## src/rtl/mul_trunc_pkg.sv

```systemverilog
// mul_trunc_pkg: shared types and helpers
// for the pipelined truncated multiplier.
package mul_trunc_pkg;

  typedef enum logic {
    MODE_EXACT  = 1'b0,
    MODE_APPROX = 1'b1
  } mode_e;

  function automatic bit keep_pp(
    input int i,
    input int j,
    input int trunc
  );
    return (i + j) >= trunc;
  endfunction

  function automatic logic [63:0] sat_add(
    input logic [63:0] x,
    input logic [63:0] y,
    input int          width
  );
    logic [64:0] s;
    logic [64:0] lim;
    s   = {1'b0, x} + {1'b0, y};
    lim = (65'd1 << width) - 65'd1;
    return (s > lim) ? lim[63:0] : s[63:0];
  endfunction

  function automatic bit cfg_ok(
    input int          w,
    input int          trunc,
    input logic [63:0] comp,
    input int          ps
  );
    logic [63:0] m;
    m = (64'd1 << trunc) - 64'd1;
    return (w >= 4) && (w <= 32)
        && (trunc >= 0) && (trunc < 2 * w)
        && ((comp & m) == 64'd0)
        && (ps >= 1) && (ps <= 4);
  endfunction

endpackage

```

## src/rtl/mul_trunc_pipe_if.sv

```systemverilog
// mul_trunc_pipe_if: operand and result
// streams of the truncated multiplier.
interface mul_trunc_pipe_if
  import mul_trunc_pkg::*;
#(
  parameter int W = 12
) ();

  logic           in_valid;
  logic           in_ready;
  logic [W-1:0]   a;
  logic [W-1:0]   b;
  mode_e          approx;
  logic           out_valid;
  logic           out_ready;
  logic [2*W-1:0] o;

  modport master (
    output in_valid, a, b, approx, out_ready,
    input  in_ready, out_valid, o
  );

  modport slave (
    input  in_valid, a, b, approx, out_ready,
    output in_ready, out_valid, o
  );

endinterface

```

## src/rtl/mul_trunc_ppred.sv

```systemverilog
// mul_trunc_ppred: masked partial products
// reduced to a sum/carry pair.
module mul_trunc_ppred
  import mul_trunc_pkg::*;
#(
  parameter int W     = 12,
  parameter int TRUNC = 12
) (
  input  logic [W-1:0]   i_a,
  input  logic [W-1:0]   i_b,
  input  mode_e          i_approx,
  output logic [2*W-1:0] o_sum,
  output logic [2*W-1:0] o_carry
);

  logic [2*W-1:0] w_row;
  logic [2*W-1:0] w_s;
  logic [2*W-1:0] w_c;
  logic [2*W-1:0] w_t;

  // one row per multiplier bit, folded into s/c by 3:2 compressors
  always_comb begin
    w_row = '0;
    w_s   = '0;
    w_c   = '0;
    w_t   = '0;
    for (int j = 0; j < W; j++) begin
      w_row = '0;
      for (int i = 0; i < W; i++) begin
        if (i_approx == MODE_EXACT || keep_pp(i, j, TRUNC)) begin
          w_row[i+j] = i_a[i] & i_b[j];
        end
      end
      w_t = w_s ^ w_c ^ w_row;
      w_c = ((w_s & w_c) | (w_s & w_row) | (w_c & w_row)) << 1;
      w_s = w_t;
    end
    o_sum   = w_s;
    o_carry = w_c;
  end

endmodule

```

## src/rtl/mul_trunc_pipe.sv

```systemverilog
// mul_trunc_pipe: valid/ready pipelined multiplier,
// exact or column-truncated with compensation.
module mul_trunc_pipe
  import mul_trunc_pkg::*;
#(
  parameter int          W           = 12,
  parameter int          TRUNC       = 12,
  parameter logic [63:0] COMP        = 64'd0,
  parameter int          PIPE_STAGES = 2
) (
  input logic             clk,
  input logic             rst,
  mul_trunc_pipe_if.slave bus
);

  localparam int W2 = 2 * W;

  if (!cfg_ok(W, TRUNC, COMP, PIPE_STAGES)) begin : g_bad_cfg
    $error("mul_trunc_pipe: illegal parameter set");
  end

  logic                   w_adv;
  logic [PIPE_STAGES-1:0] r_v;
  logic [W-1:0]           w_pa;
  logic [W-1:0]           w_pb;
  mode_e                  w_papx;
  logic [W2-1:0]          w_ps;
  logic [W2-1:0]          w_pc;
  logic [W2-1:0]          w_fs;
  logic [W2-1:0]          w_fc;
  mode_e                  w_fapx;
  logic                   w_fv;
  logic [W2-1:0]          w_sum;
  logic [63:0]            w_sat;
  logic [W2-1:0]          w_res;
  logic [W2-1:0]          r_o;

  assign w_adv         = ~r_v[PIPE_STAGES-1] | bus.out_ready;
  assign bus.in_ready  = w_adv;
  assign bus.out_valid = r_v[PIPE_STAGES-1];
  assign bus.o         = r_o;

  // stage valids shift together; bubbles are kept
  always_ff @(posedge clk or posedge rst) begin
    if (rst) begin
      r_v <= '0;
    end else if (w_adv) begin
      r_v <= (r_v << 1) | PIPE_STAGES'(bus.in_valid);
    end
  end

  if (PIPE_STAGES >= 2) begin : g_in_reg
    logic [W-1:0] r_a;
    logic [W-1:0] r_b;
    mode_e        r_apx;

    // stage 0 captures the accepted operands
    always_ff @(posedge clk or posedge rst) begin
      if (rst) begin
        r_a   <= '0;
        r_b   <= '0;
        r_apx <= MODE_EXACT;
      end else if (w_adv && bus.in_valid) begin
        r_a   <= bus.a;
        r_b   <= bus.b;
        r_apx <= bus.approx;
      end
    end

    assign w_pa   = r_a;
    assign w_pb   = r_b;
    assign w_papx = r_apx;
    assign w_fv   = r_v[PIPE_STAGES-2];
  end else begin : g_in_comb
    assign w_pa   = bus.a;
    assign w_pb   = bus.b;
    assign w_papx = bus.approx;
    assign w_fv   = bus.in_valid;
  end

  mul_trunc_ppred #(
    .W     (W),
    .TRUNC (TRUNC)
  ) u_ppred (
    .i_a      (w_pa),
    .i_b      (w_pb),
    .i_approx (w_papx),
    .o_sum    (w_ps),
    .o_carry  (w_pc)
  );

  if (PIPE_STAGES > 2) begin : g_mid
    localparam int NM = PIPE_STAGES - 2;
    logic [NM-1:0][W2-1:0] r_s;
    logic [NM-1:0][W2-1:0] r_c;
    logic [NM-1:0]         r_apx;

    // sum/carry pair travels through the middle stages
    always_ff @(posedge clk or posedge rst) begin
      if (rst) begin
        r_s   <= '0;
        r_c   <= '0;
        r_apx <= '0;
      end else if (w_adv) begin
        if (r_v[0]) begin
          r_s[0]   <= w_ps;
          r_c[0]   <= w_pc;
          r_apx[0] <= w_papx;
        end
        for (int m = 1; m < NM; m++) begin
          if (r_v[m]) begin
            r_s[m]   <= r_s[m-1];
            r_c[m]   <= r_c[m-1];
            r_apx[m] <= r_apx[m-1];
          end
        end
      end
    end

    assign w_fs   = r_s[NM-1];
    assign w_fc   = r_c[NM-1];
    assign w_fapx = mode_e'(r_apx[NM-1]);
  end else begin : g_nomid
    assign w_fs   = w_ps;
    assign w_fc   = w_pc;
    assign w_fapx = w_papx;
  end

  assign w_sum = w_fs + w_fc;
  assign w_sat = sat_add(64'(w_sum), COMP, W2);
  assign w_res = (w_fapx == MODE_APPROX) ? w_sat[W2-1:0] : w_sum;

  if (W2 < 64) begin : g_sat_hi
    logic w_unused_sat;
    assign w_unused_sat = ^w_sat[63:W2];
  end

  // result register; holds through bubbles and stalls
  always_ff @(posedge clk or posedge rst) begin
    if (rst) begin
      r_o <= '0;
    end else if (w_adv && w_fv) begin
      r_o <= w_res;
    end
  end

endmodule

```

## src/flat_wrapper.sv

```systemverilog
// flat-port wrapper written by rule: the top's interface ports become plain ports
module mul_trunc_pipe_flat import mul_trunc_pkg::*;
#(
  parameter int          W           = 12,
  parameter int          TRUNC       = 12,
  parameter logic [63:0] COMP        = 64'd0,
  parameter int          PIPE_STAGES = 2
)
  (clk, rst, bus_in_valid, bus_a, bus_b, bus_approx, bus_out_ready, bus_in_ready, bus_out_valid, bus_o);
  mul_trunc_pipe_if #(.W(W)) bus_i ();
  input logic clk;
  input logic rst;
  input wire logic [$bits(bus_i.in_valid)-1:0] bus_in_valid;
  input wire logic [$bits(bus_i.a)-1:0] bus_a;
  input wire logic [$bits(bus_i.b)-1:0] bus_b;
  input wire logic [$bits(bus_i.approx)-1:0] bus_approx;
  input wire logic [$bits(bus_i.out_ready)-1:0] bus_out_ready;
  output wire logic [$bits(bus_i.in_ready)-1:0] bus_in_ready;
  output wire logic [$bits(bus_i.out_valid)-1:0] bus_out_valid;
  output wire logic [$bits(bus_i.o)-1:0] bus_o;
  assign bus_i.in_valid = bus_in_valid;
  assign bus_i.a = bus_a;
  assign bus_i.b = bus_b;
  assign bus_i.approx = bus_approx;
  assign bus_i.out_ready = bus_out_ready;
  assign bus_in_ready = bus_i.in_ready;
  assign bus_out_valid = bus_i.out_valid;
  assign bus_o = bus_i.o;
  mul_trunc_pipe #(.W(W), .TRUNC(TRUNC), .COMP(COMP), .PIPE_STAGES(PIPE_STAGES)) u_core (.clk(clk), .rst(rst), .bus(bus_i));
endmodule
```

## config.mk

```make
export PLATFORM = sky130hd
export DESIGN_NAME = mul_trunc_pipe_flat
export DESIGN_NICKNAME = d
export VERILOG_FILES = /design/src/rtl/mul_trunc_pkg.sv /design/src/rtl/mul_trunc_pipe_if.sv /design/src/rtl/mul_trunc_ppred.sv /design/src/rtl/mul_trunc_pipe.sv /design/src/flat_wrapper.sv
export SDC_FILE = /design/constraint.sdc
export NUM_CORES = 1
export LEC_CHECK = 0
export ABC_AREA = 1
export BUFFER_PORTS_ARGS = -buffer_cell sky130_fd_sc_hd__buf_2
export CAP_MARGIN = 30
export CORE_AREA = 2 2 156 82
export CTS_CLUSTER_DIAMETER = 30
export DETAILED_ROUTE_END_ITERATION = 16
export DIE_AREA = 0 0 158 84
export PLACE_DENSITY = 0.71
export SLEW_MARGIN = 20
export SYNTH_ARGS = -nofsm -noshare
export SYNTH_HDL_FRONTEND = slang
export SYNTH_SLANG_ARGS = --single-unit
export TNS_END_PERCENT = 100
```

## constraint.sdc

```tcl
create_clock -name clk -period 7.7 [get_ports clk]
set_clock_uncertainty 0.2 [all_clocks]
set_input_delay 1.155 -clock clk [delete_from_list [all_inputs] [get_ports clk]]
set_output_delay 1.155 -clock clk [all_outputs]
set_load 0.05 [all_outputs]
```

[Word-level counts from Yosys, hierarchy flattened]
Cells that the tools add are included.
Cells by class
  $lt $le $gt $ge: 1
  multiplexer cells: 80
  bitwise logic cells: 219
  add/subtract/negate cells: 1
  reduce and logical (&&, ||, !) cells: 2
Operator list (number)
  $and A1 B1 Y1: 144
  $mux W1: 78
  $and A23 B23 Y23: 3
  $mux W24: 2
  $or A23 B23 Y23: 2
  $and A21 B22 Y22: 2
  $or A22 B22 Y22: 2
  $and A20 B21 Y21: 2
  $or A21 B21 Y21: 2
  $and A19 B20 Y20: 2
  $or A20 B20 Y20: 2
  $and A18 B19 Y19: 2
  $or A19 B19 Y19: 2
  $and A17 B18 Y18: 2
  $or A18 B18 Y18: 2
  $and A16 B17 Y17: 2
  $or A17 B17 Y17: 2
  $and A15 B16 Y16: 2
  $or A16 B16 Y16: 2
  $and A14 B15 Y15: 2
  $or A15 B15 Y15: 2
  $and A13 B14 Y14: 2
  $or A14 B14 Y14: 2
  $add A24 B24 Y24: 1
  other kinds (36): 37
Storage, ports and cells
  logic and storage cells: 308
  register bits after elaboration: 51

[Depth between registers and ports, before layout]
Gate-level depths: netlist of run 1.
  word-level depth: 37
  mapped depth: 29

[Hierarchy]
Synthesis of run 1 repeated with hierarchy kept, for this count alone.
Second synthesis, totals
  cell total of the unflattened synthesis: 904
  area total of the unflattened synthesis: 7497.2 µm²
By module, submodules not included
  mul_trunc_ppred: area each 3898.7 µm², times used 1, sequential area each 0.0 µm², cells an instance 405
  mul_trunc_pipe: area each 3598.5 µm², times used 1, sequential area each 1276.2 µm², cells an instance 499

[Worst setup path after synthesis of run 1]
No wires, ideal clock.
  path type: reg-to-reg
  start: register u_core.g_in_reg.r_apx
  end: register u_core.r_o[16] (netlist: u_core.bus.o[16])
  library setup time: 0.127 ns
  arrival: 7.121 ns
  setup slack: 0.252 ns
  cell stages (with the launch flop): 26
  cell sequence: dfrtp_1 -> buf_2 -> inv_1 -> nand2_1 -> buf_2 -> nor2_1 -> ha_1 -> inv_1 -> fa_1 -> fa_1 -> fa_1 -> fa_1 -> fa_1 -> fa_1 -> fa_1 -> fa_1 -> fa_1 -> inv_1 -> fa_1 -> ha_1 -> fa_1 -> nand2_1 -> nand3_1 -> nand2_1 -> xor2_1 -> o21ai_0
Between the ends
  cells in the longest elaborated chain, start to end: 36
  elaborated cells on any way between the ends: 154
  classes of those cells: 1 x add/sub; 1 x order compare; 80 x mux; 72 x bitwise
RTL lines
  start, declared: line mul_trunc_pipe.sv:55  | mode_e r_apx;
  start signal, assigned: line mul_trunc_pipe.sv:66  | r_apx <= bus.approx;
  $mux W1: line mul_trunc_ppred.sv:30  | if (i_approx == MODE_EXACT || keep_pp(i, j, TRUNC)) begin
  $xor A12 B13 Y13 or $and A12 B13 Y13 (tied branches): line mul_trunc_ppred.sv:34, mul_trunc_ppred.sv:35
  $and A13 B14 Y14: line mul_trunc_ppred.sv:35  | w_c = ((w_s & w_c) | (w_s & w_row) | (w_c & w_row)) << 1;
  $or A14 B14 Y14 (2 in series): line mul_trunc_ppred.sv:35
  $and A14 B15 Y15: line mul_trunc_ppred.sv:35
  $or A15 B15 Y15 (2 in series): line mul_trunc_ppred.sv:35
  $and A15 B16 Y16: line mul_trunc_ppred.sv:35
  $or A16 B16 Y16 (2 in series): line mul_trunc_ppred.sv:35
  (+15 left out)
  $and A21 B22 Y22: line mul_trunc_ppred.sv:35
  $or A22 B22 Y22 (2 in series): line mul_trunc_ppred.sv:35
  $and A23 B23 Y23: line mul_trunc_ppred.sv:35
  $or A23 B23 Y23 (2 in series): line mul_trunc_ppred.sv:35
  $add A24 B24 Y24: line mul_trunc_pipe.sv:129  | assign w_sum = w_fs + w_fc;
  $gt A24 B24 Y1: line mul_trunc_pkg.sv:27  | return (s > lim) ? lim[63:0] : s[63:0];
  $mux W24: line mul_trunc_pkg.sv:27
  $mux W24 (*): line mul_trunc_pipe.sv:131  | assign w_res = (w_fapx == MODE_APPROX) ? w_sat[W2-1:0] : w_sum;
  end signal, assigned: line mul_trunc_pipe.sv:143  | r_o <= w_res;
  end, declared: line mul_trunc_pipe.sv:36  | logic [W2-1:0] r_o;
Mark *: on every way between the ends. The rest lies on a longest branch, timed or not.
A chain may end at the register's enable or synchronous reset.

[Worst setup path in the final report of run 1]
  start: register u_core.g_in_reg.r_apx
  end: register u_core.r_o[20] (netlist: u_core.bus.o[20])
Same word-level chain as after synthesis.

==> results of run 1 <==
## metrics by stage
step | worst slack [ns] | hold WS (ns)
6_report | 0.2997 | 0.2772
5_1_grt | 0.002810 | 0.2938
4_1_cts | 0.06054 | 0.2784
3_5_place_dp | 0.1063 | 0.2599
3_3_place_gp | 0.2799 | 0.2483
2_1_floorplan | 0.2519 | 0.2797
## state kept, by name (all words and copies together) (netlist names)
register and flops:
u_core.g_in_reg.r_apx 1, u_core.r_v 2, u_core.g_in_reg.r_b 12, u_core.g_in_reg.r_a 12, u_core.bus.o 24
## cell families after synthesis
| kind of cell | synth area share, % |
|---|---|
| XOR/XNOR | 0.4493 |
| AO/OA/AOI/OAI | 3.679 |
| AND/OR/NAND/NOR | 21.24 |
| flip-flops | 21.82 |
| buffers and inverters | 9.669 |
| adder cells (fa/ha/maj) | 42.70 |
| multiplexers | 0.4491 |
## final cells by class
| class | count | area (sq um) |
|---|---|---|
| fillers | 1122 | 5652 |
| multi-input cells | 484 | 4038 |
| flip-flops and latches | 51 | 1276 |
| repair buffers | 70 | 402.9 |
| inverters | 97 | 366.6 |
| well taps | 170 | 212.7 |
| clock buffers | 5 | 125.1 |
| clock inverters | 3 | 46.29 |
## tightest hold or removal path: cells and delay by family, from the launching register on
kind | cells | cell delay [ns]
flops | 1 | 0.34
simple gates | 2 | 0.11
## layer usage
layer	vias up	part of all wire (%)	global-route usage [%]
met5	-	0	0
met4	0	0.61	2.948
met3	10	7.3	5.607
met2	109	38	27.23
met1	2195	54	35.39
li1	2064	-	-
## worst paths after layout
path | endpoint | slack, ns | depth (start not counted)
min in group asynchronous | u_core.bus.o[13]$_DFFE_PP0P_ | 0.64 | 2
max in group asynchronous | u_core.g_in_reg.r_a[10]$_DFFE_PP0P_ | 6.13 | 3
worst max-delay path | u_core.bus.o[20]$_DFFE_PP0P_ | 0.30 | 25
worst max register to register | u_core.bus.o[20]$_DFFE_PP0P_ | 0.30 | 25
worst min register to register | u_core.bus.o[3]$_DFFE_PP0P_ | 0.28 | 2
worst min-delay path | u_core.bus.o[3]$_DFFE_PP0P_ | 0.28 | 2
## what timing repair did
| item | CTS | global route |
|---|---|---|
| gates resized for setup | 0 | 14 |
| endpoints found under the hold margin | 0 | 0 |
| setup buffers | 0 | 1 |
| endpoints found under the setup margin | 0 | 5 |
## placed cells by master, fill, tap and decap left out, types with 2 or more instances in the layout
cell,Yosys,layout
nand3b_1,2,2
clkbuf_16,0,5
a21oi_2,6,6
buf_4,0,15
fa_2,0,9
nor3_1,9,9
fa_1,111,102
a21oi_1,23,23
buf_2,8,54
nor2_1,64,63
nand3_1,20,20
o21ai_1,2,2
inv_1,95,92
dfrtp_1,51,51
xor2_1,2,2
nand2_1,207,206
ha_1,22,21
inv_2,1,4
nand4_1,2,2
o21ai_0,6,6
==> out/metrics.yaml, run 1 <==
utilization_pct: 53.37
grt_max_degree: 50
synth_area_sq_um: 5849
track_usage_pct: 21.07
dpl-instance-area_sq_um: 6259
ios: 55
drv_cap: 0
initial_utilization_pct: 48.27
crit_top_cell: "fa_1"
required_ns: 7.70
drtIter0Drc: 218
area_delta_synth_final_pct: 10.57
dr.pass1.iters: 5
dpl.hpwl_um: 10720
rows: 29
worstSetupEndpointType: "flip-flop"
synth_area_leaders: "fa_1 38%, dfrtp_1 22%, nand2_1 13%"
grt_antenna_before_repair: 0
slew-limit-headroom_pct: 60.64
slew_viol_final: 0
final_area_sq_um: 6467
path_max_fanout: 7
arrival_ns: 7.40
cp_num_buf_inv: 4
first_global_vias: 4347
num_vias: 4378
die_y_um: 84
hold_violations: 0
grt_pass1_wl_um: 21740
fin_crit_sh_pct: 96.11
fin_crit_ns: 7.400
setup_viol: 0
wl_um: 12750
rsz0062_at_grt: "no"
portBuffers: 54
die_w_um: 158
tightest_slew_ns: 0.5904
critPathKind: "flip-flop to flip-flop"
nets: 871
crit_family: "adder cells"
routedWlPerCell_um: 14.49
start_kind: "flip-flop"
cts_tree: "built"
synth_flop_cell: "dfrtp_1"
max_freq_mhz: 135.1
hp-start: "u_core.bus.o[3]$_DFFE_PP0P_"
clkSinkCount: 51
cts_buffer_depth: 2
fp.coreArea_sq_um: 12120
clk_latency_ns: 0.30
r2r-start: "u_core.g_in_reg.r_apx$_DFFE_PP0P_"
min_path_type: "flip-flop to flip-flop"
numCtsBuffers: 5
status: "completed"
async_flop_share_pct: 100.0
avgSynthCellArea_sq_um: 8.836
drc_errors: 0
cts_hold_buf: 0
instances_no_fill: 880
setup_tns_ns: 0
syn-num-nets: 824
synth_seq_cells: 51
place_congestion: 0.8941
drive_gt1_share_pct: 15.07
ys_warn_count: 0
clk_pin_slew_ns: 0.07
netlist_instances: 662
cp-startpoint: "u_core.g_in_reg.r_apx$_DFFE_PP0P_"
yosysUniqueCellTypes: 30
synth_common_cells: "207 x nand2_1, 111 x fa_1, 95 x inv_1"
synth_seq_area_share_pct: 21.82
cts-root-buf: "clkbuf_16"
die_area_sq_um: 13270
viasPerCell: 4.975
yosysMostFrequentCell: "nand2_1"
antenna_cells: 0
synth_edf_count: 0
critPathMaxStageDelay_ns: 0.56
dp_cells: 871
drtAntennaViolNets: 0
netlist.area_leader.share_pct: 37.99
gr-total-overflow: 0
crit_path_top_delay_cell: "fa_2"
h-tree-depth: 2
synth_top_area_cell: "fa_1"
Power of run 1 is not shown: default switching activity piles up to over one toggle a cycle in this logic, so the estimate is an artifact.
==> inputs of run 2 (changes only) <==
--- a/config.mk
+++ b/config.mk
@@ -15,2 +15,3 @@
 export PLACE_DENSITY = 0.71
+export RECOVER_POWER = 100
 export SLEW_MARGIN = 20
==> constraint.sdc (replaced) <==
create_clock -name clk -period 7.7 [get_ports clk]
set_clock_uncertainty 0.2 [all_clocks]
set_input_delay 2.31 -clock clk [delete_from_list [all_inputs] [get_ports clk]]
set_output_delay 2.31 -clock clk [all_outputs]
set_load 0.05 [all_outputs]
==> out/metrics.yaml, run 2 (synthesis gave the netlist of run 1 again) <==
status: "finished with violations"
violations: "capacitance limit, slew limit"
hold_violations: 0
hold_ws_ns: 0.2760
critPathKind: "flip-flop to flip-flop"
die_w_um: 158
cts-root-buf: "clkbuf_16"
start_kind: "flip-flop"
utilization_pct: 52.74
die_area_sq_um: 13270
cts_buffer_depth: 2
rsz0062_at_grt: "no"
viasPerCell: 4.955
track_usage_pct: 21.07
largest_register_ffs: 24
drc_errors: 0
clk_pin_slew_ns: 0.07
drive_gt1_share_pct: 10.42
ios: 55
numCtsBuffers: 5
fin_crit_sh_pct: 96.37
slew_viol_final: 85
tightest_slew_ns: 1.919
nets: 871
clk_latency_ns: 0.31
hold_depth: 2
drv_cap: 2
critPathMaxStageDelay_ns: 0.59
num_vias: 4360
fin_crit_ns: 7.420
first_global_vias: 4347
portBuffers: 54
dr.pass1.iters: 6
initial_utilization_pct: 48.27
place_congestion: 0.8941
setup_tns_ns: 0
dpl.hpwl_um: 10720
crit_path_top_delay_cell: "fa_2"
clkSinkCount: 51
rows: 29
arrival_ns: 7.42
max_freq_mhz: 134.8
fp.coreArea_sq_um: 12120
drtAntennaViolNets: 0
die_y_um: 84
final_cell_mix: "207 x nand2_1, 102 x fa_1, 93 x inv_1, 65 x nor2_1, 51 x dfrtp_1"
rr_worst_depth: 24
worstPathCellList: "nor2_1 -> inv_2 -> nor2_1 -> ha_1 -> inv_1 -> fa_1 -> fa_1 -> fa_1 -> fa_1 -> fa_2 -> fa_1 -> fa_1 -> fa_1 -> fa_1 -> inv_1 -> fa_1 -> ha_2 -> fa_2 -> nand2_1 -> nand3_1 -> nand3_1 -> nand3b_1 -> nand3_1 -> nand2_1"
wl_um: 12850
required_ns: 7.70
slew-limit-headroom_pct: -27.96
min_path_type: "flip-flop to flip-flop"
crit_top_cell: "fa_1"
drtIter0Drc: 244
final_common_cell: "nand2_1"
area_delta_synth_final_pct: 9.262
setup_viol: 0
routedWlPerCell_um: 14.60
grt_max_degree: 50
path_max_fanout: 7
worstSetupEndpointType: "flip-flop"
antenna_cells: 0
gr-total-overflow: 0
h-tree-depth: 2
grt_antenna_before_repair: 0
grt_pass1_wl_um: 21740
cts_tree: "built"
==> run 2: cell type report <==
class,count,area [sq um]
Multi-Input combinational cell,484,4011
Tap cell,170,212.7
Inverter,97,365.4
Timing Repair Buffer,70,354.1
Clock inverter,3,46.29
Sequential cell,51,1276
Fill cell,1146,5728
Clock buffer,5,125.1
==> run 2: worst paths after layout <==
check,from,to,slack [ns]
setup / recovery,u_core.g_in_reg.r_apx$_DFFE_PP0P_,u_core.bus.o[20]$_DFFE_PP0P_,0.28
hold reg to reg,u_core.bus.o[5]$_DFFE_PP0P_,u_core.bus.o[5]$_DFFE_PP0P_,0.28
max in group asynchronous,rst,u_core.g_in_reg.r_b[4]$_DFFE_PP0P_,3.16
min in group asynchronous,rst,u_core.bus.o[10]$_DFFE_PP0P_,1.91
hold / removal,u_core.bus.o[5]$_DFFE_PP0P_,u_core.bus.o[5]$_DFFE_PP0P_,0.28
setup reg to reg,u_core.g_in_reg.r_apx$_DFFE_PP0P_,u_core.bus.o[20]$_DFFE_PP0P_,0.28
==> run 2: through the flow <==
stage	cells	area [sq um]	setup slack, ns
2_1_floorplan	662	5849	0.2519
3_3_place_gp	870	6238	0.2799
5_1_grt	880	6391	0.002149
6_report	880	6391	0.2795
4_1_cts	879	6430	0.06054
3_5_place_dp	871	6259	0.1063
==> run 2: routing by layer <==
metal  track usage, %  wire [um]
met5                0          0
met2            27.23       4836
met4            2.948         75
met1            35.39       6847
met3            5.607       1090
==> run 2: worst max-delay path, delay by kind of cell (launching register included) <==
kind / cells / cell delay, ns
buf+inv: 3 / 0.23
flops: 1 / 0.42
fa+ha+maj: 13 / 5.71
simple gates: 8 / 0.77
==> run 2: timing repair <==
action,CTS,global route
hold buffers,0,0
setup endpoints to repair,0,5
gates resized for setup,0,14
setup buffers,0,1
Power of run 2 is left out for the same reason.
